### config.mk
export PLATFORM = sky130hd
export DESIGN_NAME = text_ram_writer
export DESIGN_NICKNAME = d
export VERILOG_FILES = /design/src/rtl/text_ram_writer.sv
export SDC_FILE = /design/constraint.sdc
export NUM_CORES = 1
export LEC_CHECK = 0
export ABC_AREA = 0
export CORE_ASPECT_RATIO = 0.9
export CORE_MARGIN = 5
export CORE_UTILIZATION = 40
export CTS_CLUSTER_DIAMETER = 40
export CTS_CLUSTER_SIZE = 8
export DETAILED_ROUTE_END_ITERATION = 10
export GPL_ROUTABILITY_DRIVEN = 0
export PLACE_DENSITY = 0.7
export SLEW_MARGIN = 20
export SYNTH_ARGS = -nofsm -noshare
export SYNTH_HDL_FRONTEND = slang
export SYNTH_SLANG_ARGS = --single-unit
### constraint.sdc
create_clock -name clk -period 1.93 [get_ports clk]
set_input_delay 0.4825 -clock clk [delete_from_list [all_inputs] [get_ports clk]]
set_output_delay 0.4825 -clock clk [all_outputs]
set_load 0.03 [all_outputs]
### src/rtl/text_ram_writer.sv
// Write-side master for the text-mode character RAM: cursor tracking, control codes, clear sweep.
// Optional build macro TEXT_WRITER_TAB_EN enables TAB (0x09) handling to the next 4-column stop.
//
//   state | meaning
//   ------+--------------------------------------------------------------
//   IDLE  | accepting character bytes, one per cycle
//   CLEAR | sweeping BLANK across every RAM address, then homing cursor
module text_ram_writer #(
    parameter int                    COL_BITS   = 4,
    parameter int                    ROW_BITS   = 3,
    parameter int                    DATA_WIDTH = 8,
    parameter logic [DATA_WIDTH-1:0] BLANK      = 8'h20
) (
    input  logic                             clk,
    input  logic                             rstn,
    input  logic                             ch_valid,
    input  logic [DATA_WIDTH-1:0]            ch_data,
    output logic                             ch_ready,
    input  logic                             clear_req,
    output logic                             busy,
    output logic                             write_en,
    output logic [COL_BITS+ROW_BITS-1:0]     waddr,
    output logic [DATA_WIDTH-1:0]            din,
    output logic [COL_BITS-1:0]              cursor_col,
    output logic [ROW_BITS-1:0]              cursor_row
);

    localparam int ADDR_WIDTH = COL_BITS + ROW_BITS;
    localparam int COLS       = 1 << COL_BITS;

    localparam logic [DATA_WIDTH-1:0] CH_BS    = DATA_WIDTH'(8'h08);
    localparam logic [DATA_WIDTH-1:0] CH_LF    = DATA_WIDTH'(8'h0A);
    localparam logic [DATA_WIDTH-1:0] CH_CR    = DATA_WIDTH'(8'h0D);
    localparam logic [DATA_WIDTH-1:0] CH_FIRST = DATA_WIDTH'(8'h20);
    localparam logic [DATA_WIDTH-1:0] CH_LAST  = DATA_WIDTH'(8'h7E);
`ifdef TEXT_WRITER_TAB_EN
    localparam logic [DATA_WIDTH-1:0] CH_TAB   = DATA_WIDTH'(8'h09);
    localparam logic [COL_BITS-1:0]   TAB_LAST = COL_BITS'(COLS - 4);
`endif

    typedef enum logic {
        IDLE,
        CLEAR
    } state_t;

    state_t                  state, state_nxt;
    logic [ADDR_WIDTH-1:0]   sweep_cnt, sweep_cnt_nxt;
    logic                    busy_nxt;
    logic                    we_nxt;
    logic [ADDR_WIDTH-1:0]   waddr_nxt;
    logic [DATA_WIDTH-1:0]   din_nxt;
    logic [COL_BITS-1:0]     col_nxt;
    logic [ROW_BITS-1:0]     row_nxt;
    logic [ADDR_WIDTH-1:0]   pos_inc;
    logic [COL_BITS-1:0]     col_dec;

    assign ch_ready = (state == IDLE) && !clear_req;
    assign pos_inc  = {cursor_row, cursor_col} + 1'b1;
    assign col_dec  = cursor_col - 1'b1;

    always_ff @(posedge clk or negedge rstn) begin
        if (!rstn) begin
            state      <= IDLE;
            sweep_cnt  <= '0;
            busy       <= 1'b0;
            write_en   <= 1'b0;
            waddr      <= '0;
            din        <= '0;
            cursor_col <= '0;
            cursor_row <= '0;
        end else begin
            state      <= state_nxt;
            sweep_cnt  <= sweep_cnt_nxt;
            busy       <= busy_nxt;
            write_en   <= we_nxt;
            waddr      <= waddr_nxt;
            din        <= din_nxt;
            cursor_col <= col_nxt;
            cursor_row <= row_nxt;
        end
    end

    always_comb begin
        state_nxt     = state;
        sweep_cnt_nxt = sweep_cnt;
        busy_nxt      = busy;
        we_nxt        = 1'b0;
        waddr_nxt     = waddr;
        din_nxt       = din;
        col_nxt       = cursor_col;
        row_nxt       = cursor_row;

        case (state)
            IDLE: begin
                if (clear_req) begin
                    // first blank goes out in the cycle right after the request
                    state_nxt     = CLEAR;
                    busy_nxt      = 1'b1;
                    sweep_cnt_nxt = '0;
                    we_nxt        = 1'b1;
                    waddr_nxt     = '0;
                    din_nxt       = BLANK;
                end else if (ch_valid) begin
                    if (ch_data >= CH_FIRST && ch_data <= CH_LAST) begin
                        we_nxt               = 1'b1;
                        waddr_nxt            = {cursor_row, cursor_col};
                        din_nxt              = ch_data;
                        {row_nxt, col_nxt}   = pos_inc;
                    end else if (ch_data == CH_LF) begin
                        col_nxt = '0;
                        row_nxt = cursor_row + 1'b1;
                    end else if (ch_data == CH_CR) begin
                        col_nxt = '0;
                    end else if (ch_data == CH_BS) begin
                        if (cursor_col != '0) begin
                            col_nxt   = col_dec;
                            we_nxt    = 1'b1;
                            waddr_nxt = {cursor_row, col_dec};
                            din_nxt   = BLANK;
                        end
`ifdef TEXT_WRITER_TAB_EN
                    end else if (ch_data == CH_TAB) begin
                        if (cursor_col >= TAB_LAST) begin
                            col_nxt = '0;
                            row_nxt = cursor_row + 1'b1;
                        end else begin
                            col_nxt = (cursor_col | COL_BITS'(3)) + 1'b1;
                        end
`endif
                    end
                end
            end
            CLEAR: begin
                if (sweep_cnt == '1) begin
                    state_nxt = IDLE;
                    busy_nxt  = 1'b0;
                    col_nxt   = '0;
                    row_nxt   = '0;
                end else begin
                    sweep_cnt_nxt = sweep_cnt + 1'b1;
                    we_nxt        = 1'b1;
                    waddr_nxt     = sweep_cnt + 1'b1;
                    din_nxt       = BLANK;
                end
            end
            default: state_nxt = IDLE;
        endcase
    end

endmodule

# Word-level counts from Yosys, hierarchy flattened
# Cells that the tools add are included.
# W data, S select, Z words.
# totals
regBits,32
# classes
add_sub_neg,4
n_lt_le_gt_ge,2
n_eq_ne,17
mux,49
n_bitwise,1
n_reduce_logical,9
# op_table
cell,n
$mux W8,8
$mux W7,9
$mux W4,8
$pmux W7 S2,2
$eq A8 B4 Y1 const B,3
$pmux W8 S2,1
$mux W3,5
$add A7 B1 Y7 const B,2
$mux W1,11
$ne A5 B1 Y1 const B,2
$ge A8 B6 Y1 const B,1
$le A8 B7 Y1 const B,1
$ne A2 B2 Y1 const B,4
$ne A4 B2 Y1 const B,2
$ne A4 B4 Y1 const B,2
$pmux W4 S2,1
$eq A7 B7 Y1 const B,1
$pmux W1 S2,3
$pmux W3 S2,1
$reduce_and A6 Y1,1
$reduce_and A5 Y1,1
$reduce_and A2 Y1,2
$reduce_and A4 Y1,1
$reduce_bool A4 Y1,1
8 further kinds,9

# Depth between registers and ports, before layout
# Gate-level depths: netlist of the first run.
# logic_depth
depth_word,9
mapped_depth,8
depth_no_buf,7

# Worst setup path before layout of the first run
# No wires, ideal clock.
# synth_timing
kind,register to register
start,register cursor_col[0]
end,register waddr[4]
t_arrival_ps,2222
t_required_ps,1805
path_slack_ps,-417
path_stages_with_launch,9
path_cell_list,dfrtp_1 inv_1 ha_1 nor3b_1 nor4_4 o211ai_2 a21oi_4 buf_12 mux2_4
# synth_via
elab_chain_len,3
# synth_lines
element,line_no,rtl
start: declaration,24,"output logic [COL_BITS-1:0] cursor_col,"
start signal: assignment,78,cursor_col <= col_nxt;
$reduce_bool A4 Y1,115,if (cursor_col != '0) begin
$ne A4 B2 Y1 (no line),--,
$reduce_and A6 Y1 (no line),--,
end signal: assignment,76,waddr <= waddr_nxt;
end: declaration,22,"output logic [COL_BITS+ROW_BITS-1:0] waddr,"
# Every way passes these cells.
# A chain may end at the register's enable or synchronous reset.

# Worst setup path in the final report of the first run
# layout_timing
start,input ch_data[6]
end,register cursor_row[0]
# layout_via
elab_chain_len,6
# layout_lines
element,line_no,rtl
start: declaration,17,"input logic [DATA_WIDTH-1:0] ch_data,"
$ge A8 B6 Y1 / $le A8 B7 Y1 (equally long branches),104,if (ch_data >= CH_FIRST && ch_data <= CH_LAST) begin
$logic_and A1 B1 Y1,104,
$mux W3,104,
$mux W3,103,end else if (ch_valid) begin
$mux W3,95,if (clear_req) begin
$pmux W3 S2,93,case (state)
end signal: assignment,79,cursor_row <= row_nxt;
end: declaration,25,output logic [ROW_BITS-1:0] cursor_row
# Several ways; a longest one is shown, not always the timed one. The select of a mux whose other input is x is not followed.

==> metrics.md, run 1 <==
| Metric | Value |
|---|---|
| Final setup viols | `7` |
| Critical Path AT | `about 2.2 ns` |
| Initial antenna violation count | `0` |
| Post-synthesis instance area | `about 1900 um2` |
| Syn nets | `~200` |
| CP Buf/Inv Count | `4` |
| Vias in the first global route | `1827` |
| WHS | `0.454 ns` |
| Total Negative Setup Slacks | `-0.154 ns` |
| # rows | `23` |
| DIE AREA | `6170 um2` |
| Worst Tran Pin Value | `0.521 ns` |
| Reg-to-reg startpoint | `sweep_cnt[1]` |
| Synth Register Bits | `32` |
| Drt drc | `0` |
| Mean post-synth cell area | `between 10 and 15 um2` |
| Synth unique cells | `50` |
| Seq/Total Area, Yosys | `0.426` |
| Core Region | `between 4000 and 5000 um2` |
| Tcrit/Tclk final | `1.02` |
| Clk sinks | `32` |
| Share of the synthesized area in the top cell type | `0.426` |
| Number of enable flip-flop cells after synthesis | `0` |
| Hold Path End | `din[0]` |
| Hold-fix buffers at CTS | `0` |
| PortBufs | `36` |
| Leading area contributor after synthesis | `dfrtp_1` |
| Top cells by area, synth | `dfrtp_1 43%, mux2i_1 5.3%, mux2_2 4.8%, o21ai_0 3.5%, xnor2_1 3.3%` |
| Crit Path Category | `in2reg` |
| Largest net degree at the start of global routing | `33` |
| Vias/cell | `roughly 5.3` |
| Ports | `37` |
| Diodes inserted | `0` |
| Top delay family on crit path | `buffers and inverters` |
| Most frequent CP cell | `buf_4` |
| DRT iter0 DRCs | `roughly 120` |
| Post-synth top cells | `32 x dfrtp_1, 16 x inv_1, 16 x nand2_1, 13 x o21ai_0, 10 x mux2i_1` |
| Period minus WS final | `between 1.5 and 2 ns` |
| Failing checks | `setup timing` |
| Asr flop ratio synth | `1.00` |
| GRT overflow | `0` |
| Critical path fanouts, max | `5` |
| Place WS | `-0.677 ns` |
| Reg2Reg Setup Slack | `-0.04 ns` |
| Peak supply drop | `0.572 mV` |
| Max-cap violations | `0` |
| CP startpoint kind | `primary input` |
| Critical Path RT | `between 2 and 2.5 ns` |
| Unrepaired setup endpoints after global routing | `yes` |
| CTS max path bufs | `2` |
| Routed Antenna Nets | `0` |
| Max Slew Vio Count | `0` |
| Crit path max-delay cell type | `mux2_2` |
| H-tree levels | `2` |
| CP Cell Sequence | `buf_6, buf_4, buf_4, nand4_1, o221a_4, mux2_2, buf_4, or3_1, a21oi_2` |
| Routed wire length | `around 5400 um` |
| Post-DP HPWL | `3970 um` |
| Most common cell in the netlist | `dfrtp_1` |
| Clock root buffer | `clkbuf_8` |
| Clock Skew | `0.00642 ns` |
| GRT Total Usage | `0.192` |
| Hold path cells | `3` |
| FF-to-FF End | `waddr[5]` |
| Clock latency on the worst-skew pair | `just under 0.3 ns` |
| Hold path start | `ch_data[0]` |
| Fmax | `about 0.51 GHz` |
| Wire per inst | `15.9 um` |
| Die Width | `about 82 um` |
| Layout cell share with drive strength beyond 1 | `0.369` |
| Synth Warn # | `0` |
| Synth-to-Final Area Change | `52.9%` |
| Height of the chip | `around 75 um` |
| Total iterations of the first detailed-routing run | `4` |
| CP max stage delay | `0.36 ns` |
| Crit end category | `register` |
| Dominant synthesized flop cell | `dfrtp_1` |
| Endpoints failing hold | `0` |
| Final setup margin | `-0.0407 ns` |
| Clock buffer count from CTS | `5` |
| CTS tree | `done` |
| Via count | `1793` |
| Final Net Count | `just under 300` |
| Pwr Density | `between 1000 and 1500 nW/um2` |
| Min-Delay Path Class | `in2reg` |
| Initial Utilization | `0.418` |
| Status | `complete, but fails checks` |
| Worst-path clk slew | `roughly 0.070 ns` |
| Syn Inst Count | `185` |
| R2r worst-path depth | `6` |
| First-pass GRT wire length | `between 8000 and 9000 um` |
| Post-layout util | `0.640` |
| Leak | `between 1 and 1.5 nW` |
| Rel. slew slack | `0.648` |
worst min-delay path: cells and delay by family:
family        cells  cell delay [ns]
buf+inv           1             0.11
mux               1             0.06
simple gates      1             0.06
how the worst max path moves through the flow:
stage	from	end	slack [ns]	depth (start not counted)
CTS	ch_data[6]	waddr[1]	-0.14	7
detailed placement	ch_data[7]	din[4]	-0.68	8
finish	ch_data[6]	cursor_row[0]	-0.04	9
global route	cursor_col[1]	waddr[5]	-0.12	8
floorplan	ch_data[7]	waddr[4]	-0.19	6
global placement	ch_data[7]	cursor_row[2]	-0.70	6
area by class of cell:
type | count | area [um2]
clock buffer | 5 | 68.8
sequential | 32 | 805
fill | 373 | 1620
inverter | 17 | 66.3
tap | 62 | 77.6
clock inverter | 3 | 42.5
timing repair buffer | 86 | 743
multi-input combinational | 131 | 1070
flip-flops by register name, summed over array words and instances, names as in the netlist:
signal and flops:
busy 1, cursor_col 4, cursor_row 3, din 8, state 1, sweep_cnt 7
waddr 7, write_en 1
power breakdown:
part	leakage, nW	internal, mW	switching [mW]	total [mW]
Sequential	0.386	0.868	0.167	1.03
Clock	0.0541	0.382	0.272	0.654
Combinational	0.899	0.848	0.856	1.70
cell usage in the layout, fill, tap and decap left out, types with 2 or more instances in the layout:
cell and n:
o21ai_0 13, dfrtp_1 29, or2_2 2, a22o_1 2, xnor2_1 7, nand2b_1 2, mux2_2 2, clkdlybuf4s50_1 21
and4_1 2, inv_1 14, nand2_1 16, a21oi_2 2, dlygate4sd2_1 5, or3_1 2, nor2b_1 2, inv_2 2
ha_1 3, and2_1 2, nor3_1 2, buf_4 47, nor2_1 4, clkbuf_8 5, nand4_1 2, mux2i_1 10
mux2_4 8, dfrtp_2 3, buf_6 3, buf_2 2, o22ai_1 6, clkbuf_2 4, nor3b_2 2, o211ai_1 3
nand3_1 9
metrics by stage:
stage	power [mW]	std cells	cell area (um2)
6_report	3.39	336	2870
5_1_grt	3.58	336	2870
4_1_cts	3.35	334	2850
3_5_place_dp	2.63	320	2630
3_3_place_gp	2.57	320	2630
2_1_floorplan	1.97	185	1900
cell families (layout without fill, tap and decap cells):
group	count (synthesis)	in the layout	share of synthesized area
muxes	20	20	0.117
xor gates and xnor gates	8	8	0.0373
buffers and inverters	22	111	0.0533
DFF	32	32	0.426
adders and majority gates	4	4	0.0266
AOI/OAI and AO/OA	44	44	0.171
and+or+nand+nor	55	55	0.168
metal layers:
metal | vias to the layer above | global-route usage | share of wire
met5 | - | 0 | 0
met2 | 70 | 0.290 | 0.44
li1 | 852 | - | -
met3 | 10 | 0.0467 | 0.072
met1 | 861 | 0.269 | 0.47
met4 | 0 | 0.0664 | 0.017
what timing repair did:
action                     in CTS  in global routing
pin swaps                       7                  4
gates cloned                    1                  0
resized for setup              45                 15
buffers inserted                5                  2
setup endpoints to repair      27                 24
(Power assumes the default switching activity.)
==> inputs of run 2 (changes only) <==
Settings changed: CORE_MARGIN 5 to 1.5, HOLD_SLACK_MARGIN from default to 0.06.
==> metrics.md, run 2 (synthesis results as in run 1) <==
| Metric | Value |
|---|---|
| Status | `complete, no violations` |
| Post-layout util | `0.638` |
| Post-DP HPWL | `~3700 um` |
| Clock buffer count from CTS | `5` |
| Worst Tran Pin Value | `0.422 ns` |
| Crit path max-delay cell type | `or4_4` |
| First-pass GRT wire length | `8260 um` |
| H-tree levels | `2` |
| Drt drc | `0` |
| Critical path fanouts, max | `6` |
| CP Cell Sequence | `buf_6, or4_4, nor4_4, o211ai_2, a21oi_4, buf_6, mux2_4` |
| Rel. slew slack | `0.719` |
| Biggest regs | `din: 8 flops, sweep_cnt: 7 flops, waddr: 7 flops` |
| Height of the chip | `slightly below 70 um` |
| Leak | `around 1.4 nW` |
| Min-Delay Path Class | `in2reg` |
| Clk sinks | `32` |
| Most frequent CP cell | `buf_6` |
| Unrepaired setup endpoints after global routing | `yes` |
| Clock root buffer | `clkbuf_8` |
| Fmax | `about 0.53 GHz` |
| Max-cap violations | `0` |
| Final Net Count | `approximately 290` |
| DRT iter0 DRCs | `69` |
| Clock latency on the worst-skew pair | `approximately 0.29 ns` |
| Critical Path AT | `around 2.1 ns` |
| Post-Layout Cell Count | `333` |
| Routed Antenna Nets | `0` |
| Worst-path clk slew | `approximately 0.080 ns` |
| Most frequent cells in the layout | `45 x buf_4, 29 x dfrtp_1, 20 x clkdlybuf4s50_1` |
| Pwr Density | `about 1200 nW/um2` |
| Max Slew Vio Count | `0` |
| Crit Path Category | `in2reg` |
| Tcrit/Tclk final | `0.984` |
| Routed wire length | `between 5000 and 6000 um` |
| Design Power | `3.37 mW` |
| Commonest non-fill, non-tap cell in the layout | `buf_4` |
| Critical Path RT | `2.11 ns` |
| GRT overflow | `0` |
| Die Width | `75.2 um` |
| Largest register FFs | `8` |
| CTS max path bufs | `2` |
| CP startpoint kind | `primary input` |
| Diodes inserted | `0` |
| Synth-to-Final Area Change | `52.5%` |
| Period minus WS final | `roughly 1.9 ns` |
| Layout cell share with drive strength beyond 1 | `0.365` |
| Endpoints failing hold | `0` |
| Placed Cells | `320` |
| CP max stage delay | `roughly 0.56 ns` |
| Total iterations of the first detailed-routing run | `4` |
| Total Negative Setup Slacks | `0 ns` |
| Vias in the first global route | `1684` |
| Peak supply drop | `roughly 0.65 mV` |
| GRT Total Usage | `0.221` |
| Via count | `1745` |
| DIE AREA | `between 5000 and 6000 um2` |
| Initial Utilization | `0.418` |
| Largest net degree at the start of global routing | `33` |
| CP Buf/Inv Count | `2` |
| # rows | `23` |
| Top reg by flops | `din` |
| Crit end category | `register` |
| Initial antenna violation count | `0` |
| Clock Skew | `around 0.008 ns` |
| # fillers | `between 300 and 400` |
| Ports | `37` |
| Vias/cell | `around 5.2` |
| Wire per inst | `~16 um` |
| Final setup viols | `0` |
| Top delay family on crit path | `simple AND/OR/NAND/NOR gates` |
| CTS tree | `done` |
| Core Region | `roughly 4500 um2` |
| PortBufs | `36` |
-- run 2: cell count changes in the layout (fill, tap and decap cells not counted), sizes merged --
cell and delta:
buf -2, clkbuf -2, clkdlybuf4s50 -1, dlygate4sd2 -2, dlymetal6s2s +4
-- run 2: area by class of cell --
class | instances | area [um2] | area share
multi-input cells | 131 | 1100 | 0.383
flip-flops and latches | 32 | 805 | 0.281
repair buffers | 83 | 708 | 0.247
well taps | 62 | 77.6 | 0.0271
clock buffers | 5 | 68.8 | 0.0240
inverters | 17 | 66.3 | 0.0232
clock inverters | 3 | 42.5 | 0.0149
-- run 2: worst register-to-register path, delay by kind of cell, from the launching register on --
family	cells	cell delay, ns
simple gates	2	0.42
flops	1	0.36
compound gates	2	0.32
mux	1	0.30
buf+inv	2	0.22
fa+ha+maj	1	0.15
-- run 2: power by group --
| part | total (mW) | internal (mW) | switching, mW |
|---|---|---|---|
| clock | 0.661 | 0.382 | 0.279 |
| combinational | 1.68 | 0.831 | 0.848 |
| sequential | 1.03 | 0.867 | 0.167 |
| total | 3.37 | 2.08 | 1.29 |
-- run 2: routing by layer --
| metal | vias to the layer above | part of all wire | track usage |
|---|---|---|---|
| met4 | 0 | 0.012 | 0.0625 |
| met1 | 838 | 0.46 | 0.306 |
| li1 | 847 | - | - |
| met3 | 5 | 0.046 | 0.0324 |
| met2 | 55 | 0.48 | 0.360 |
| met5 | - | 0 | 0 |
-- run 2: path summary, 6_finish.rpt --
kind / from / to / slack (ns) / depth (start not counted)
min reg2reg: busy / busy / 0.51 / 2
max: ch_data[6] / waddr[0] / 0.03 / 7
min: ch_data[2] / din[2] / 0.48 / 3
max in group asynchronous: rstn / cursor_col[0] / 1.00 / 2
min in group asynchronous: rstn / waddr[4] / 0.60 / 2
max reg2reg: cursor_col[1] / waddr[0] / 0.05 / 8
-- run 2: through the flow --
step | cell area [um2] | setup WS, ns | hold slack, ns
CTS | 2810 | -0.124 | 0.515
floorplan | 1900 | -0.194 | 0.187
global route | 2860 | -0.0333 | 0.497
finish | 2860 | 0.0312 | 0.478
global placement | 2610 | -0.622 | 0.483
detailed placement | 2610 | -0.660 | 0.497
-- run 2: timing repair --
action | CTS | global route
setup endpoints to repair | 25 | 27
gates resized for setup | 42 | 20
setup buffers | 4 | 1
pin swaps | 7 | 5
hold buffers | 0 | 0
==> inputs of run 3 (changes only) <==
Settings changed: ABC_AREA 0 to 1, PLACE_DENSITY 0.7 to 0.69.
==> metrics.md, run 3 <==
| Metric | Value |
|---|---|
| # fillers | `490` |
| Max-cap violations | `0` |
| Height of the chip | `slightly above 70 um` |
| Critical Path RT | `about 1.5 ns` |
| Layout cell share with drive strength beyond 1 | `0.171` |
| Synth-to-Final Area Change | `32.8%` |
| Endpoints failing hold | `0` |
| Top cells by area, synth | `dfrtp_1 40%, nand2_1 17%, nand3_1 8.9%, inv_1 4.6%, nor2_1 3.7%` |
| Share of the synthesized area in the top cell type | `0.395` |
| Initial antenna violation count | `0` |
| Post-synth top cells | `90 x nand2_1, 36 x nand3_1, 32 x dfrtp_1, 25 x inv_1, 20 x nor2_1` |
| DRT iter0 DRCs | `142` |
| Wire per inst | `around 12 um` |
| GRT Total Usage | `0.189` |
| Final setup viols | `0` |
| Most common cell in the netlist | `nand2_1` |
| Dominant synthesized flop cell | `dfrtp_1` |
| Synth Warn # | `0` |
| Synth unique cells | `26` |
| Max Slew Vio Count | `0` |
| Commonest non-fill, non-tap cell in the layout | `nand2_1` |
| Mean post-synth cell area | `approximately 7.4 um2` |
| Number of enable flip-flop cells after synthesis | `0` |
| Initial Utilization | `0.417` |
| CTS max path bufs | `2` |
| Syn Inst Count | `roughly 270` |
| GRT overflow | `0` |
| Top reg by flops | `din` |
| Post-DP HPWL | `approximately 3700 um` |
| Critical Path AT | `between 1 and 1.5 ns` |
| PortBufs | `36` |
| Total iterations of the first detailed-routing run | `4` |
| CP max stage delay | `0.70 ns` |
| Vias/cell | `4.86` |
| CTS tree | `done` |
| Clock latency on the worst-skew pair | `about 0.28 ns` |
| CP Buf/Inv Count | `1` |
| Post-Layout Cell Count | `398` |
| Synth Register Bits | `32` |
| Asr flop ratio synth | `1.00` |
| CP Cell Sequence | `clkdlybuf4s50_1` |
| Core Region | `approximately 4900 um2` |
| H-tree levels | `2` |
| Clock Skew | `between 0.007 and 0.008 ns` |
| WHS | `between 0.4 and 0.5 ns` |
| DP Area | `2580 um2` |
| Clock root buffer | `clkbuf_8` |
| Leading area contributor after synthesis | `dfrtp_1` |
| Status | `complete, no violations` |
| Ports | `37` |
| Top delay family on crit path | `buffers and inverters` |
| Leak | `1.33 nW` |
| Crit Path Category | `reg2out` |
| Rel. slew slack | `0.726` |
| Min-Delay Path Class | `reg2reg` |
| Final instance area | `2690 um2` |
| Placed Cells | `390` |
| Routed Antenna Nets | `0` |
| Crit end category | `output port` |
| Clk sinks | `32` |
| Clock buffer count from CTS | `5` |
| DIE AREA | `approximately 5500 um2` |
| Hold-fix buffers at CTS | `0` |
| Crit path max-delay cell type | `clkdlybuf4s50_1` |
| Total Negative Setup Slacks | `0 ns` |
| Post-CTS Setup Bufs | `0` |
| Via count | `between 1500 and 2000` |
| Reg2Reg Setup Slack | `~0.23 ns` |
| Die Width | `78.0 um` |
| CP startpoint kind | `register` |
| Seq/Total Area, Yosys | `0.395` |
| Pwr Density | `between 1000 and 1500 nW/um2` |
| Critical path fanouts, max | `5` |
| Most frequent cells in the layout | `90 x nand2_1, 36 x nand3_1, 32 x dfrtp_1` |
| First-pass GRT wire length | `slightly above 8000 um` |
| Largest net degree at the start of global routing | `33` |
| Period minus WS final | `1.89 ns` |
| Biggest regs | `din: 8 flops, sweep_cnt: 7 flops, waddr: 7 flops` |
| Final Net Count | `~350` |
| Routed wire length | `between 4000 and 5000 um` |
| Unrepaired setup endpoints after global routing | `no` |
| Diodes inserted | `0` |
| Vias in the first global route | `~1900` |
| # rows | `24` |
| Post-synthesis instance area | `2030 um2` |
| Worst Tran Pin Value | `between 0.4 and 0.5 ns` |
| Largest register FFs | `8` |
| Drt drc | `0` |
| Worst-path clk slew | `roughly 0.07 ns` |
| Tcrit/Tclk final | `0.979` |
| Peak supply drop | `0.552 mV` |
| Post-CTS Resized | `4` |
| Syn nets | `between 200 and 300` |
| Fmax | `approximately 0.53 GHz` |
==> run 3: cell count changes after synthesis, sizes merged, moves of 5 or more <==
cell	before	now
mux2	10	0
xnor2	7	2
nand3	9	42
nor2	4	26
o22ai	6	0
nand4	2	10
nand2	16	97
buf	2	8
mux2i	10	0
inv	17	29
==> run 3: stage by stage <==
| step | util | worst slack [ns] | power, mW |
|---|---|---|---|
| floorplan | - | 0.175 | 2.23 |
| global placement | 0.531 | -0.0412 | 2.79 |
| detailed placement | 0.531 | -0.0999 | 2.82 |
| CTS | 0.553 | 0.0322 | 3.46 |
| global route | 0.553 | 0.00625 | 3.69 |
| finish | 0.553 | 0.0404 | 3.44 |
==> run 3: cell families (layout without fill, tap and decap cells) <==
| kind of cell | Yosys count | after routing | synth area share |
|---|---|---|---|
| AND/OR/NAND/NOR | 176 | 176 | 0.414 |
| AO/OA/AOI/OAI | 21 | 21 | 0.0549 |
| XOR/XNOR | 4 | 4 | 0.0173 |
| buffers and inverters | 37 | 96 | 0.0938 |
| adder cells (fa/ha/maj) | 4 | 4 | 0.0247 |
| flip-flops | 32 | 32 | 0.395 |
==> run 3: layout make-up <==
type	count	area, um2	area share
inverters	29	111	0.0414
repair buffers	59	551	0.205
clock buffers	5	68.8	0.0256
flip-flops and latches	32	801	0.298
well taps	65	81.3	0.0302
clock inverters	3	42.5	0.0158
multi-input cells	205	1040	0.385
==> run 3: path summary, 6_finish.rpt <==
check | from | endpoint | cells after the start
min in group asynchronous | rstn | cursor_col[2] | 2
min | busy | busy | 1
max reg2reg | cursor_col[0] | din[0] | 9
max in group asynchronous | rstn | din[5] | 2
min reg2reg | busy | busy | 1
max | cursor_row[2] | cursor_row[2] | 1
==> run 3: power by group <==
| group | total (mW) | internal [mW] | switching, mW | leakage, nW |
|---|---|---|---|---|
| sequential | 1.10 | 0.889 | 0.213 | 0.399 |
| combinational | 1.69 | 0.661 | 1.03 | 0.880 |
| clock | 0.648 | 0.382 | 0.266 | 0.0541 |
| total | 3.44 | 1.93 | 1.51 | 1.33 |
==> run 3: per-layer routing <==
layer	global-route usage	routed length [um]
met5	0	0
met3	0.0310	200
met4	0.0496	51
met2	0.312	2190
met1	0.259	2280
